### config.mk
export PLATFORM = sky130hd
export DESIGN_NAME = third_task_flat
export DESIGN_NICKNAME = d
export VERILOG_FILES = /design/src/rtl/third_task_pkg.sv /design/src/rtl/third_task_if.sv /design/src/rtl/third_task_shift_add_mult_seq.sv /design/src/rtl/third_task.sv /design/src/flat_wrapper.sv
export SDC_FILE = /design/constraint.sdc
export NUM_CORES = 1
export LEC_CHECK = 0
export BUFFER_PORTS_ARGS = -buffer_cell sky130_fd_sc_hd__buf_4
export CELL_PAD_IN_SITES_DETAIL_PLACEMENT = 0
export CELL_PAD_IN_SITES_GLOBAL_PLACEMENT = 1
export CORE_ASPECT_RATIO = 0.9
export CORE_MARGIN = 3
export CORE_UTILIZATION = 45
export CTS_BUF_LIST = sky130_fd_sc_hd__clkbuf_16
export DETAILED_ROUTE_END_ITERATION = 7
export PLACE_DENSITY = 0.77
export SLEW_MARGIN = 10
export SYNTH_ARGS = -nofsm -noshare
export SYNTH_HDL_FRONTEND = slang
export SYNTH_SLANG_ARGS = --single-unit
### constraint.sdc
create_clock -name clk -period 8.8 [get_ports clk]
set_clock_uncertainty 0.05 [all_clocks]
set_input_delay 1.32 -clock clk [delete_from_list [all_inputs] [get_ports clk]]
set_output_delay 1.32 -clock clk [all_outputs]
set_load 0.005 [all_outputs]
### src/rtl/third_task_pkg.sv
// Shared widths and FSM encoding for the (membr_1+1)^2 squarer and its multiplier.
// Combinational definitions only; no latency, no flow control.
package third_task_pkg;
    localparam int DATA_W = 8;
    localparam int OP_W   = DATA_W + 1;
    localparam int OUT_W  = 2 * DATA_W + 1;

    typedef enum logic {
        IDLE = 1'b0,
        CALC = 1'b1
    } state_t;
endpackage

### src/rtl/third_task_if.sv
// Sample/result bundle between the sample source (master) and the squarer (slave).
// Start is a single-cycle strobe; done is a one-cycle pulse; no other flow control.
interface third_task_if;
    import third_task_pkg::*;

    logic              start;
    logic [DATA_W-1:0] membr_1;
    logic              busy;
    logic              done;
    logic [OUT_W-1:0]  Y_ALL;

    modport master (
        output start,
        output membr_1,
        input  busy,
        input  done,
        input  Y_ALL
    );

    modport slave (
        input  start,
        input  membr_1,
        output busy,
        output done,
        output Y_ALL
    );
endinterface

### src/rtl/third_task_shift_add_mult_seq.sv
// Iterative unsigned shift-add multiplier, one multiplier bit per clock, A_W cycles per product.
// start_i is only honoured while idle; done_o/p_o are valid during the final iteration cycle.
module shift_add_mult_seq
    import third_task_pkg::*;
#(
    parameter int A_W = 9,
    parameter int P_W = 2 * A_W
) (
    input  logic           clk,
    input  logic           rst_n,
    input  logic           start_i,
    input  logic [A_W-1:0] a_i,
    input  logic [A_W-1:0] b_i,
    output logic           busy_o,
    output logic           done_o,
    output logic [P_W-1:0] p_o
);
    localparam int CNT_W = $clog2(A_W);
    localparam logic [CNT_W-1:0] LAST_CNT = CNT_W'(A_W - 1);

    state_t           state_q, state_d;
    logic [CNT_W-1:0] cnt_q, cnt_d;
    logic [P_W-1:0]   acc_q, acc_d;
    logic [P_W-1:0]   mcand_q, mcand_d;
    logic [A_W-1:0]   mplier_q, mplier_d;
    logic [P_W-1:0]   addend;

    always_ff @(posedge clk or negedge rst_n) begin
        if (!rst_n) begin
            state_q  <= IDLE;
            cnt_q    <= '0;
            acc_q    <= '0;
            mcand_q  <= '0;
            mplier_q <= '0;
        end else begin
            state_q  <= state_d;
            cnt_q    <= cnt_d;
            acc_q    <= acc_d;
            mcand_q  <= mcand_d;
            mplier_q <= mplier_d;
        end
    end

    always_comb begin
        state_d  = state_q;
        cnt_d    = cnt_q;
        acc_d    = acc_q;
        mcand_d  = mcand_q;
        mplier_d = mplier_q;
        addend   = '0;
        done_o   = 1'b0;

        case (state_q)
            IDLE: begin
                if (start_i) begin
                    mcand_d  = P_W'(a_i);
                    mplier_d = b_i;
                    acc_d    = '0;
                    cnt_d    = '0;
                    state_d  = CALC;
                end
            end
            CALC: begin
                if (mplier_q[cnt_q]) begin
                    addend = mcand_q << cnt_q;
                end
                acc_d = acc_q + addend;
                cnt_d = cnt_q + CNT_W'(1);
                // Final bit: hand the finished sum to the caller this cycle.
                if (cnt_q == LAST_CNT) begin
                    done_o  = 1'b1;
                    state_d = IDLE;
                end
            end
            default: state_d = IDLE;
        endcase
    end

    assign p_o    = acc_d;
    assign busy_o = (state_q == CALC);
endmodule

### src/rtl/third_task.sv
// Sequential squarer Y_ALL = (membr_1+1)^2; done pulses 9 cycles after the accepted start edge.
// Starts arriving while busy are dropped; Y_ALL holds until the next completion.
module third_task
    import third_task_pkg::*;
(
    input  logic        clk,
    input  logic        rst_n,
    third_task_if.slave bus
);
    logic [OP_W-1:0]  op;
    logic             mult_busy;
    logic             mult_done;
    logic [OUT_W-1:0] mult_p;
    logic [OUT_W-1:0] y_all_q, y_all_d;
    logic             done_q, done_d;

    // Nine-bit operand so that 255+1 does not wrap.
    assign op = {1'b0, bus.membr_1} + OP_W'(1);

    shift_add_mult_seq #(
        .A_W (OP_W),
        .P_W (OUT_W)
    ) u_mult (
        .clk     (clk),
        .rst_n   (rst_n),
        .start_i (bus.start),
        .a_i     (op),
        .b_i     (op),
        .busy_o  (mult_busy),
        .done_o  (mult_done),
        .p_o     (mult_p)
    );

    always_comb begin
        y_all_d = y_all_q;
        done_d  = mult_done;
        if (mult_done) begin
            y_all_d = mult_p;
        end
    end

    always_ff @(posedge clk or negedge rst_n) begin
        if (!rst_n) begin
            y_all_q <= '0;
            done_q  <= 1'b0;
        end else begin
            y_all_q <= y_all_d;
            done_q  <= done_d;
        end
    end

    assign bus.busy  = mult_busy;
    assign bus.done  = done_q;
    assign bus.Y_ALL = y_all_q;
endmodule

### src/flat_wrapper.sv
// flat-port wrapper written by rule: the top's interface ports become plain ports
module third_task_flat import third_task_pkg::*;
  (clk, rst_n, bus_start, bus_membr_1, bus_busy, bus_done, bus_Y_ALL);
  third_task_if bus_i ();
  input  logic clk;
  input  logic rst_n;
  input wire logic [$bits(bus_i.start)-1:0] bus_start;
  input wire logic [$bits(bus_i.membr_1)-1:0] bus_membr_1;
  output wire logic [$bits(bus_i.busy)-1:0] bus_busy;
  output wire logic [$bits(bus_i.done)-1:0] bus_done;
  output wire logic [$bits(bus_i.Y_ALL)-1:0] bus_Y_ALL;
  assign bus_i.start = bus_start;
  assign bus_i.membr_1 = bus_membr_1;
  assign bus_busy = bus_i.busy;
  assign bus_done = bus_i.done;
  assign bus_Y_ALL = bus_i.Y_ALL;
  third_task u_core (.clk(clk), .rst_n(rst_n), .bus(bus_i));
endmodule
# [Yosys cells after proc, flatten, opt, wreduce, memory -nomap -nowiden]
# Cells that the tools add are included.
[word_totals] regBits=49 input_bits=11 output_inout_bits=19
[op_classes] n_lt_le_gt_ge=1 eq_ne=2 mux=13 bitwise=1 n_shift=1 reduce_logical=1 add_sub_neg=3
[ops] operator="17-bit two-way mux" n=3
[ops] operator="17-bit case mux with 2 select lines" n=1
[ops] operator="17-bit adder" n=1
[ops] operator="9-bit by 4-bit << shifter with 17-bit output" n=1
[ops] operator="8-bit by 1-bit adder with 9-bit output (second input constant)" n=1
[ops] operator="4-bit case mux with 2 select lines" n=1
[ops] operator="4-bit by 5-bit less-than comparator with 1-bit output (second input constant)" n=1
[ops] operator="1-bit two-way mux" n=5
[ops] operator="4-bit by 1-bit adder with 4-bit output (second input constant)" n=1
[ops] operator="1-bit binary-select mux with 4-bit select" n=1
[ops] operator="4-bit equality test (second input constant)" n=1
[ops] operator="4-bit two-way mux" n=1
[ops] operator="2-bit != test (second input constant)" n=1
[ops] operator="1-bit case mux with 2 select lines" n=1
[ops] operator="2-bit AND reduction" n=1
[ops] operator="1-bit NOT" n=1

# [Longest topological paths before layout]
# Gate-level depths: netlist of run 1.
[depth] depth_word=6 mapped_depth=15 ltp_nobuf=13

# [Modules after synthesis]
# A second synthesis of run 1 with hierarchy kept.
[hier_totals] cells_unflattened=368 area_unflattened_um2=3732.3
[by_module_without_submodules] mod="shift_add_mult_seq" seq_area_each_um2=1001.0 area_per_inst_um2=2900.3 cells_each=313 instances=1
[by_module_without_submodules] mod="third_task" seq_area_each_um2=450.4 area_per_inst_um2=832.0 cells_each=55 instances=1

# [Least setup slack after synthesis of run 1]
# OpenSTA, ideal clock, no wires.
[synth_timing] path_kind="reg2reg" from="register u_core.u_mult.cnt_q[0]" to="register u_core.y_all_q[14], in the netlist u_core.bus.Y_ALL[14]" n_path_buf=1 path_stages_with_launch=13 setup_slack_ns=5.467 arrival_time_ns=3.158 path_cell_list="dfrtp_1 -> buf_2 -> mux4_2 -> nand2_1 -> nor2_1 -> ha_1 -> fa_1 -> a211oi_2 -> o21ai_2 -> a2111oi_4 -> o31ai_2 -> xnor2_1 -> mux2_2"
[synth_via] elab_chain_len=6 word_cells_on_any_way=10 cone_classes="add/sub (1); eq/ne (1); shift (1); mux (7)"
[synth_lines] element="start: declaration" line="third_task_shift_add_mult_seq.sv:22" text="logic [CNT_W-1:0] cnt_q, cnt_d;"
[synth_lines] element="start signal: assignment" line="third_task_shift_add_mult_seq.sv:37" text="cnt_q <= cnt_d;"
[synth_lines] element="1-bit binary-select mux with 4-bit select" line="third_task_shift_add_mult_seq.sv:64" text="if (mplier_q[cnt_q]) begin"
[synth_lines] element="1-bit two-way mux (not written as such)" line="third_task_shift_add_mult_seq.sv:64"
[synth_lines] element="17-bit two-way mux" line="third_task_shift_add_mult_seq.sv:64"
[synth_lines] element="17-bit two-way mux" line="third_task_shift_add_mult_seq.sv:53" text="case (state_q)"
[synth_lines] element="17-bit adder" line="third_task_shift_add_mult_seq.sv:67" text="acc_d = acc_q + addend;"
[synth_lines] element="17-bit case mux with 2 select lines" line="third_task_shift_add_mult_seq.sv:53"
[synth_lines] element="end signal: assignment" line="third_task.sv:47" text="y_all_q <= y_all_d;"
[synth_lines] element="end: declaration" line="third_task.sv:14" text="logic [OUT_W-1:0] y_all_q, y_all_d;"
# Several ways; a longest one is shown, not always the timed one. The select of a mux whose other input is x is not followed.
# A chain may end at the register's enable or synchronous reset.

# [Final worst setup path of run 1]
# Ends and elaborated chain as after synthesis.

==> run metrics, run 1 <==
ys async rst share=100%; drt first pass iters=4; port bufs=29; most crowded layer after global routing=met2; pin count of the biggest net entering global routing=50; number of synthesized flops with an enable pin=0; top post-synthesis cells by area=dfrtp_1, ha_1, mux2_2; diodes inserted=0; leak pwr=1.66 nW; post-CTS resize count=0; final wirelength=just under 7000 um; max incr delay on CP=0.80 ns; Clock Pin Slew Worst Setup and Hold Paths=0.07 ns; hpwl dp=5050 um; peak supply drop=roughly 130 uV; CP Max Fanout=17; max_cap viols=0; Vias=around 2500; first-pass GRT wire length=about 12000 um; shortest period the worst path allows=3.89 ns; htree depth=2; dominant synthesized flop cell=dfrtp_1; sequential share of power=30.1%; Final nets=approximately 380; vias in the first global route=2454; final setup TNS=0 ns; fin. max-slew vios=0; GRT overflow=0; worst skew pair latency=0.29 ns; die height=about 86 um; Worst-Margin Slew=0.945 ns; Avg WL per Cell=15.5 um; gpl congestion=~0.86; switching power=about 630 uW; met2 global-route usage=28.0%; unrepaired setup endpoints after global routing=no; Setup CP Type=flop to flop; initial antenna violation count=0; Total GRT Usage=between 15 and 20%; commonest cells in the netlist=dfrtp_1, nand2_1, nor2_1; Synth Instances=about 330; Root Buffer Master=clkbuf_16; switch share=between 40 and 50%; Yosys Warn Count=0; share of Yosys cell area claimed by the top area cell type=between 30 and 40%; Comb power frac=approximately 57%; f_max=between 200 and 300 MHz; CP max stage cell=dfrtp_1; CP required=8.93 ns; Starting Density=between 40% and 50%; CTS sink count=49; DRC=0; post-synthesis cell area=~3200 um2; Max-slew headroom=between 30% and 40%; met1 Usage GRT=a little over a quarter; die footprint=between 8000 and 9000 um2; Iter 0 DRT Violations=218; clock network fraction of design power=between 10% and 20%; register area share after synthesis=38.0%; post-route ant nets=0; Post-CTS Setup Inserts=0; run status=complete, no violations; area leader, netlist=dfrtp_1; final-report setup violation count=0; die width=between 90 and 100 um; IO Pins=30; critical-path cell list=mux4_2 > nand2_1 > nor2_1 > ha_1 > fa_1 > a211oi_2 > o21ai_2 > a2111oi_4 > o31ai_2 > xnor2_1 > mux2_2; most common cell in the netlist=dfrtp_1; Via density=~5.6; Yosys reg bits=49; fraction of layout cells with a size suffix above 1=20.6%; fin crit share=approximately 44%; Hold Crit Class=flop to flop; TritonCTS clock tree=yes; worst hold slack=0.432 ns; TritonCTS Buffers=5; Bufs on Longest Clock Path=2; CP arrival=around 4.0 ns; Mapped Nets=approximately 360; Post-Route Utilization=54.0%; critical path endpoint category=flop; cell internal pwr=around 830 uW; power density cells=about 400 nW/um2; Rows=28; area grow syn2layout=13.1%; count of different cell masters after synthesis=50; mean area per synthesized cell=just under 10 um2; hold buffers post-CTS=0; Worst setup SP type=flop; global routing usage on met3=3.04%; CORE AREA=about 6800 um2; count of final hold-check violations=0
-- metrics by stage --
stage / total power [mW] / cells / worst slack (ns) / instance area (um2)
finish: 1.45 / 444 / 4.91 / 3650
global route: 1.59 / 444 / 4.58 / 3650
detailed placement: 1.27 / 436 / 4.92 / 3500
floorplan: 1.06 / 332 / 5.47 / 3230
CTS: 1.46 / 444 / 4.90 / 3650
global placement: 1.26 / 436 / 5.01 / 3500
-- power groups by stage --
stage               sequential [mW]  clock [mW]  combinational [mW]
floorplan                     0.386           0               0.672
global placement              0.440           0               0.817
detailed placement            0.440           0               0.826
CTS                           0.437       0.196               0.830
global route                  0.455       0.206               0.934
finish                        0.437       0.191               0.826
-- worst paths after layout --
check                      slack, ns              startpoint  cells after the start                      end
hold reg to reg                 0.43     u_core.bus.Y_ALL[5]                      2      u_core.bus.Y_ALL[5]
min in group asynchronous       0.99                   rst_n                      1      u_core.bus.Y_ALL[3]
setup / recovery                4.91  u_core.u_mult.cnt_q[0]                     11     u_core.bus.Y_ALL[14]
hold / removal                  0.43     u_core.bus.Y_ALL[5]                      2      u_core.bus.Y_ALL[5]
setup reg to reg                4.91  u_core.u_mult.cnt_q[0]                     11     u_core.bus.Y_ALL[14]
max in group asynchronous       7.30                   rst_n                      1  u_core.u_mult.acc_q[16]
-- layer usage --
layer	part of all wire, %	wire length (um)
met1	52	3590
met2	43	2940
met3	4.1	285
met4	1.1	74
met5	0	0
-- area by class of cell --
| cell class | instances | area, um2 |
|---|---|---|
| Fill cell | 621 | 3110 |
| Multi-Input combinational cell | 260 | 1910 |
| Sequential cell | 49 | 1230 |
| Timing Repair Buffer | 30 | 225 |
| Clock buffer | 5 | 125 |
| Tap cell | 90 | 113 |
| Inverter | 7 | 26.3 |
| Clock inverter | 3 | 22.5 |
-- critical path, delay by kind of cell, from the launching register on --
kind | cells | cell delay [ns]
compound gates | 4 | 1.00
xor+xnor | 1 | 0.15
fa+ha+maj | 2 | 0.67
flops | 1 | 0.80
mux | 2 | 0.89
simple gates | 2 | 0.19
-- cells by family (layout without fill, tap and decap cells) --
kind of cell,count (synthesis),count (layout),synth area share [%]
and+or+nand+nor,93,93,12.2
buffers and inverters,23,45,2.79
DFF,49,49,38.0
xor gates and xnor gates,21,21,5.70
adders and majority gates,20,20,7.99
AOI/OAI and AO/OA,93,93,21.3
muxes,33,33,12.0
-- state kept, by name (all words and copies together) (netlist names) --
signal,count
u_core.bus.done,1
u_core.u_mult.mplier_q,9
u_core.u_mult.cnt_q,4
u_core.u_mult.busy_o,1
u_core.bus.Y_ALL,17
u_core.u_mult.acc_q,17
-- layout by cell type (no fill, tap or decap), drive strengths merged, types with 2 or more instances in the layout --
cell      Yosys  final
dfrtp        49     49
nand2        37     37
nor2         37     37
buf           6     30
o21ai        23     23
mux2         20     20
ha           19     19
a21oi        17     17
a22o         16     16
xnor2        12     12
mux2i        11     11
nand3         9      9
xor2          9      9
a211oi        8      8
inv           7      7
nor2b         5      5
a2bb2oi       5      5
clkbuf       10      5
o211ai        3      3
o21a          3      3
clkinvlp      0      3
a31oi         3      3
o31ai         3      3
mux4          2      2
nand2b        2      2
a22oi         2      2
a32oi         2      2
a21o          2      2
Power figures use the tool's default switching activity.
==> inputs of run 2 (changes only) <==
--- a/config.mk
+++ b/config.mk
@@ -5,15 +5,16 @@
 export SDC_FILE = /design/constraint.sdc
 export NUM_CORES = 1
 export LEC_CHECK = 0
+export ABC_AREA = 1
 export BUFFER_PORTS_ARGS = -buffer_cell sky130_fd_sc_hd__buf_4
 export CELL_PAD_IN_SITES_DETAIL_PLACEMENT = 0
 export CELL_PAD_IN_SITES_GLOBAL_PLACEMENT = 1
 export CORE_ASPECT_RATIO = 0.9
 export CORE_MARGIN = 3
-export CORE_UTILIZATION = 45
+export CORE_UTILIZATION = 43
 export CTS_BUF_LIST = sky130_fd_sc_hd__clkbuf_16
 export DETAILED_ROUTE_END_ITERATION = 7
-export PLACE_DENSITY = 0.77
+export PLACE_DENSITY = 0.79
 export SLEW_MARGIN = 10
 export SYNTH_ARGS = -nofsm -noshare
 export SYNTH_HDL_FRONTEND = slang
==> constraint.sdc (replaced) <==
create_clock -name clk -period 3.8 [get_ports clk]
set_clock_uncertainty 0.05 [all_clocks]
set_input_delay 0.57 -clock clk [delete_from_list [all_inputs] [get_ports clk]]
set_output_delay 0.57 -clock clk [all_outputs]
set_load 0.005 [all_outputs]
==> run 2 against run 1 <==
Compared with the run above: combinational power rose to 2.7 times the previous value; sequential cell count did not move; total power rose by 150%; die area rose by 12%; first-iteration DRC count fell by 11%; sequential power rose by 130%; critical endpoint is now u_core.bus.Y_ALL[13]; largest power group unchanged.
==> run metrics, run 2 <==
area grow syn2layout=12.1%; die footprint=9210 um2 (+12%); fin. max-slew vios=0 (unchanged); Iter 0 DRT Violations=194 (-11%); met1 wire length=5170 um (+44%); internal reg-to-reg setup slack=0.56 ns (-4.35 ns); die height=91.3 um (+5.8%); Final nets=575 (+50%); post-CTS resize count=0 (unchanged); register area share after synthesis=35.2% (-2.8 points); Synth Instances=519 (+56%); CP arrival=3.36 ns (-0.66 ns); most common cell in the netlist=nand2_1; TritonCTS clock tree=yes; ys async rst share=100% (unchanged); Avg WL per Cell=14.8 um (-4.5%); Starting Density=45.2% (-2.5 points); top post-synthesis cells by area=dfrtp_1, nand2_1, ha_1; first-pass GRT wire length=15600 um (+30%); hpwl dp=7230 um (+43%); Setup CP Type=flop to flop; Critical R2R Capture=u_core.bus.Y_ALL[13]; Worst-Margin Slew=0.939 ns (-0.00581 ns); fin crit share=85.2% (+41 points); critical-path cell list=inv_2 > nand2_2 > nand3_2 > nand3_2 > nand2_2 > a31oi_4 > inv_2 > nand2_1 > nor2_1 > ha_1 > nand2_1 > inv_1 > nand2_1 > nor3_1 > nand2_1 > nand2_1 > nand2_1 > nand3_1 > nand2_1 > nand2_1 > nand2_1; clock network fraction of design power=11.9% (-1.2 points); max_cap viols=0 (unchanged); diodes inserted=0 (unchanged); initial antenna violation count=0 (unchanged); dpl ws=0.635 ns (-4.29 ns); post-route ant nets=0 (unchanged); max incr delay on CP=0.60 ns (-0.20 ns); met3 routed WL=584 um (+100%); sequential share of power=27.5% (-2.6 points); peak supply drop=377 uV (+200%); crit path capture=u_core.bus.Y_ALL[13]; commonest non-fill, non-tap cell in the layout=nand2_1; Post-CTS Setup Inserts=0 (unchanged); shortest period the worst path allows=3.24 ns (-0.654 ns); Worst Path Buf+Inv=3 (+3); dominant synthesized flop cell=dfrtp_1; run status=complete, no violations; mean area per synthesized cell=6.70 um2 (-31%); Cell Area, Placed=3760 um2 (+7.2%); Comb power frac=60.6% (+3.8 points); CTS sink count=49 (unchanged); Worst setup SP type=flop; vias in the first global route=3049 (+24%); met2 WL post-DR=3690 um (+26%); CP Max Fanout=14 (-3); Rows=30 (+7.1%); GRT overflow=0 (unchanged); Max-slew headroom=37.3% (+0.39 points); Layout Cells excl Fill=641 (+44%); DRC=0 (unchanged); commonest non-fill, non-tap cells in the layout=nand2_1, inv_1, dfrtp_1; leak pwr=2.15 nW (+29%); die width=101 um (+5.8%); Power Total=3.63 mW (+150%); Vias=3319 (+35%); share of Yosys cell area claimed by the top area cell type=35.2% (-2.8 points); Hold Crit Class=input port to asynchronous set/reset pin; worst skew pair latency=0.28 ns (about the same); TritonCTS Buffers=5 (unchanged); htree depth=2 (unchanged); final setup TNS=0 ns (unchanged); CP required=3.93 ns (-5.00 ns); critical path endpoint category=flop; switch share=50.4% (+7.2 points); worst r2r path cells=21 (+10); Root Buffer Master=clkbuf_16; final wirelength=9490 um (+38%); Total GRT Usage=21.4% (+3.0 points); pin count of the biggest net entering global routing=50 (unchanged); worst r2r src=u_core.u_mult.cnt_q[0]; drt first pass iters=5 (+1); hold buffers post-CTS=0 (unchanged); gpl congestion=0.909 (+5.3%); commonest cells in the netlist=nand2_1, inv_1, dfrtp_1; post-synthesis cell area=3480 um2 (+7.8%); CP Launch Point=u_core.u_mult.cnt_q[0]; Clock Pin Slew Worst Setup and Hold Paths=0.07 ns (about the same); IO Pins=30 (unchanged); Crit path depth=21 (+10); switching power=1.83 mW (+190%); final-report setup violation count=0 (unchanged); Yosys reg bits=49 (unchanged); CP top delay family=simple AND/OR/NAND/NOR gates; count of different cell masters after synthesis=38 (-24%); CORE AREA=7690 um2 (+14%); fraction of layout cells with a size suffix above 1=10.6% (-10 points); Via density=5.18 (-6.8%); Mapped Nets=550 (+52%); Post-Place Cells=633 (+45%); power density cells=930 nW/um2 (+130%); Crit path top cell by count=nand2_1; cell internal pwr=1.80 mW (+120%); area leader, netlist=dfrtp_1; Bufs on Longest Clock Path=2 (unchanged); count of final hold-check violations=0 (unchanged); unrepaired setup endpoints after global routing=no; number of synthesized flops with an enable pin=0 (unchanged); Yosys Warn Count=0 (unchanged); max layer used=met4; Design Area, Final=3900 um2 (+6.8%); worst setup margin=0.563 ns (-4.35 ns); f_max=309 MHz (+20%); port bufs=29 (unchanged); CP max stage cell=dfrtp_1
[run 2: cell types whose count changed after synthesis, sizes merged, moves of 11 or more]
| cell | previous run | this run |
|---|---|---|
| xnor2 | 12 | 1 |
| inv | 7 | 64 |
| nand2 | 37 | 215 |
| nand3 | 9 | 35 |
| mux2 | 20 | 0 |
| a22o | 16 | 2 |
[run 2: cells by family (layout without fill, tap and decap cells)]
family / count (synthesis) / in the layout / share of synthesized area [%]
AOI/OAI and AO/OA: 60 / 60 / 10.4
DFF: 49 / 49 / 35.2
and+or+nand+nor: 307 / 307 / 36.5
muxes: 2 / 2 / 0.575
buffers and inverters: 80 / 106 / 9.56
adders and majority gates: 20 / 20 / 7.41
xor gates and xnor gates: 1 / 1 / 0.252
[run 2: worst min-delay path by stage]
stage / to / slack [ns] / start
final: u_core.u_mult.acc_q[9] / 0.25 / rst_n
after global routing: u_core.u_mult.acc_q[9] / 0.30 / rst_n
after CTS: u_core.u_mult.acc_q[9] / 0.28 / rst_n
after detailed placement: u_core.bus.Y_ALL[13] / 0.42 / u_core.bus.Y_ALL[13]
after global placement: u_core.bus.Y_ALL[9] / 0.41 / u_core.bus.Y_ALL[9]
after floorplan: u_core.bus.Y_ALL[0] / 0.22 / rst_n
[run 2: power by group through the flow]
| stage | combinational (mW) | sequential [mW] | clock [mW] |
|---|---|---|---|
| floorplan | 1.60 | 0.922 | 0 |
| global placement | 2.18 | 0.991 | 0 |
| detailed placement | 2.16 | 0.996 | 0 |
| CTS | 2.17 | 0.990 | 0.448 |
| global route | 2.49 | 1.03 | 0.473 |
| finish | 2.20 | 0.996 | 0.433 |
[run 2: per-layer routing]
layer / track usage, % / up-vias
li1: - / 1706
met1: 36.8 / 1519
met2: 27.8 / 90
met3: 2.69 / 4
met4: 3.93 / 0
met5: 0 / -
[run 2: cell type report]
| type | instances | area, um2 |
|---|---|---|
| clock buffer | 5 | 125 |
| fill | 749 | 3790 |
| timing repair buffer | 32 | 240 |
| multi-input combinational | 390 | 1920 |
| clock inverter | 3 | 17.5 |
| inverter | 66 | 248 |
| tap | 96 | 120 |
| sequential | 49 | 1230 |
[run 2: metrics by stage]
step | hold WS (ns) | utilization (%)
after global routing | 0.300 | 50.7
after floorplan | 0.224 | -
final | 0.251 | 50.7
after detailed placement | 0.417 | 48.8
after CTS | 0.284 | 50.7
after global placement | 0.415 | 48.8
==> inputs of run 3 (changes only) <==
--- a/config.mk
+++ b/config.mk
@@ -15,6 +15,7 @@
 export CTS_BUF_LIST = sky130_fd_sc_hd__clkbuf_16
 export DETAILED_ROUTE_END_ITERATION = 7
 export PLACE_DENSITY = 0.79
+export RECOVER_POWER = 50
 export SLEW_MARGIN = 10
 export SYNTH_ARGS = -nofsm -noshare
 export SYNTH_HDL_FRONTEND = slang
==> run 3 against run 2 <==
Compared with the run above: the flow now finishes with violations (max-capacitance violations, max-slew violations); sequential power about the same; setup slack worse by 0.0037 ns; sequential cell count unchanged; register-to-register slack about the same; global-route usage unchanged; critical path type unchanged; critical endpoint unchanged; largest power group unchanged.
==> run metrics, run 3 (synthesis results as in run 2) <==
die footprint=9210 um2 (unchanged); CP required=3.93 ns (about the same); Worst setup SP type=flop; fin. max-slew vios=50 (+50); first-pass GRT wire length=15600 um (unchanged); Hold Crit Class=flop to flop; f_max=309 MHz (-0.11%); crit path capture=u_core.bus.Y_ALL[13]; internal reg-to-reg setup slack=0.56 ns (about the same); worst skew pair latency=0.29 ns (about the same); CTS sink count=49 (unchanged); Max-slew headroom=-81.6% (-120 points); critical path endpoint category=flop; hold buffers post-CTS=0 (unchanged); CP arrival=3.37 ns (about the same); pin count of the biggest net entering global routing=50 (unchanged); Root Buffer Master=clkbuf_16; Vias=3307 (-0.36%); failing checks=max-capacitance violations, max-slew violations; worst r2r src=u_core.u_mult.cnt_q[0]; Critical R2R Capture=u_core.bus.Y_ALL[13]; peak supply drop=369 uV (-2.0%); worst r2r path cells=21 (unchanged); DRC=0 (unchanged); final-report setup violation count=0 (unchanged); count of final hold-check violations=0 (unchanged); Avg WL per Cell=14.7 um (-0.41%); final wirelength=9450 um (-0.41%); run status=complete, but fails checks; Final nets=575 (unchanged); CP Launch Point=u_core.u_mult.cnt_q[0]; fin crit share=85.3% (+0.097 points); Bufs on Longest Clock Path=2 (unchanged); CORE AREA=7690 um2 (unchanged); power density cells=928 nW/um2 (-0.14%); Clock Pin Slew Worst Setup and Hold Paths=0.07 ns (about the same); TritonCTS Buffers=5 (unchanged); gpl congestion=0.909 (unchanged); commonest non-fill, non-tap cell in the layout=nand2_1; fraction of layout cells with a size suffix above 1=10.5% (-0.18 points); Total GRT Usage=21.4% (unchanged); leak pwr=2.14 nW (-0.26%); vias in the first global route=3049 (unchanged); unrepaired setup endpoints after global routing=no; Setup CP Type=flop to flop; die height=91.3 um (unchanged); Rows=30 (unchanged); Post-CTS Setup Inserts=0 (unchanged); max_cap viols=1 (+1); CP Max Fanout=14 (unchanged); commonest non-fill, non-tap cells in the layout=nand2_1, inv_1, dfrtp_1; IO Pins=30 (unchanged); diodes inserted=0 (unchanged); Via density=5.16 (-0.36%); shortest period the worst path allows=3.24 ns (+0.00367 ns); Post-Route Utilization=50.6% (about the same); TritonCTS clock tree=yes; post-route ant nets=0 (unchanged); Starting Density=45.2% (unchanged); final setup TNS=0 ns (unchanged); initial antenna violation count=0 (unchanged); die width=101 um (unchanged); Worst-Margin Slew=2.72 ns (+1.78 ns); port bufs=29 (unchanged); htree depth=2 (unchanged); post-CTS resize count=0 (unchanged); Iter 0 DRT Violations=199 (+2.6%); GRT overflow=0 (unchanged); Worst Hold Launch=u_core.bus.Y_ALL[10]; drt first pass iters=5 (unchanged); area grow syn2layout=12.0% (about the same); hpwl dp=7230 um (unchanged)
==> run 3: cell count changes in the layout (fill, tap and decap cells not counted), sizes merged <==
cell    before  now
buf         32   22
clkbuf       5   15
==> run 3: cell type report <==
class	instances	area [um2]
multi-input combinational	390	1920
sequential	49	1230
timing repair buffer	32	236
fill	751	3800
tap	96	120
inverter	66	248
clock buffer	5	125
clock inverter	3	17.5
==> run 3: worst min path at each step <==
stage,to,cells past startpoint
2_1_floorplan,u_core.bus.Y_ALL[0],0
3_3_place_gp,u_core.bus.Y_ALL[9],2
3_5_place_dp,u_core.bus.Y_ALL[13],2
4_1_cts,u_core.u_mult.acc_q[9],1
5_1_grt,u_core.bus.Y_ALL[13],2
6_report,u_core.bus.Y_ALL[10],2
==> run 3: critical path, stage by stage (launching register included) <==
cell and delay, ns:
dfrtp_1 0.61, inv_2 0.21, nand2_2 0.14, nand3_2 0.07
nand3_2 0.12, nand2_2 0.07, a31oi_4 0.25, inv_2 0.09
nand2_1 0.06, nor2_1 0.08, ha_1 0.37, nand2_1 0.08
inv_1 0.11, nand2_1 0.11, nor3_1 0.14, nand2_1 0.09
nand2_1 0.07, nand2_1 0.04, nand3_1 0.06, nand2_1 0.12
nand2_1 0.11, nand2_1 0.06
==> run 3: report_power, final <==
group | internal [mW] | leakage (nW) | switching, mW
logic | 0.775 | 1.48 | 1.41
registers | 0.777 | 0.593 | 0.218
clock network | 0.242 | 0.0696 | 0.194
total | 1.79 | 2.14 | 1.82
==> run 3: metrics by stage <==
step	total power [mW]	setup WS [ns]	instance area, um2	hold slack (ns)	instances
floorplan	2.52	1.35	3480	0.224	519
global placement	3.17	0.699	3760	0.415	633
detailed placement	3.16	0.635	3760	0.417	633
CTS	3.61	0.619	3900	0.284	641
global route	3.98	0.210	3900	0.468	641
finish	3.62	0.559	3900	0.429	641
==> run 3: metal layers <==
layer,up-vias,track usage [%],wire [um]
met5,-,0,0
li1,1709,-,-
met2,84,27.8,3670
met1,1510,36.8,5170
met4,0,3.93,45
met3,4,2.69,557
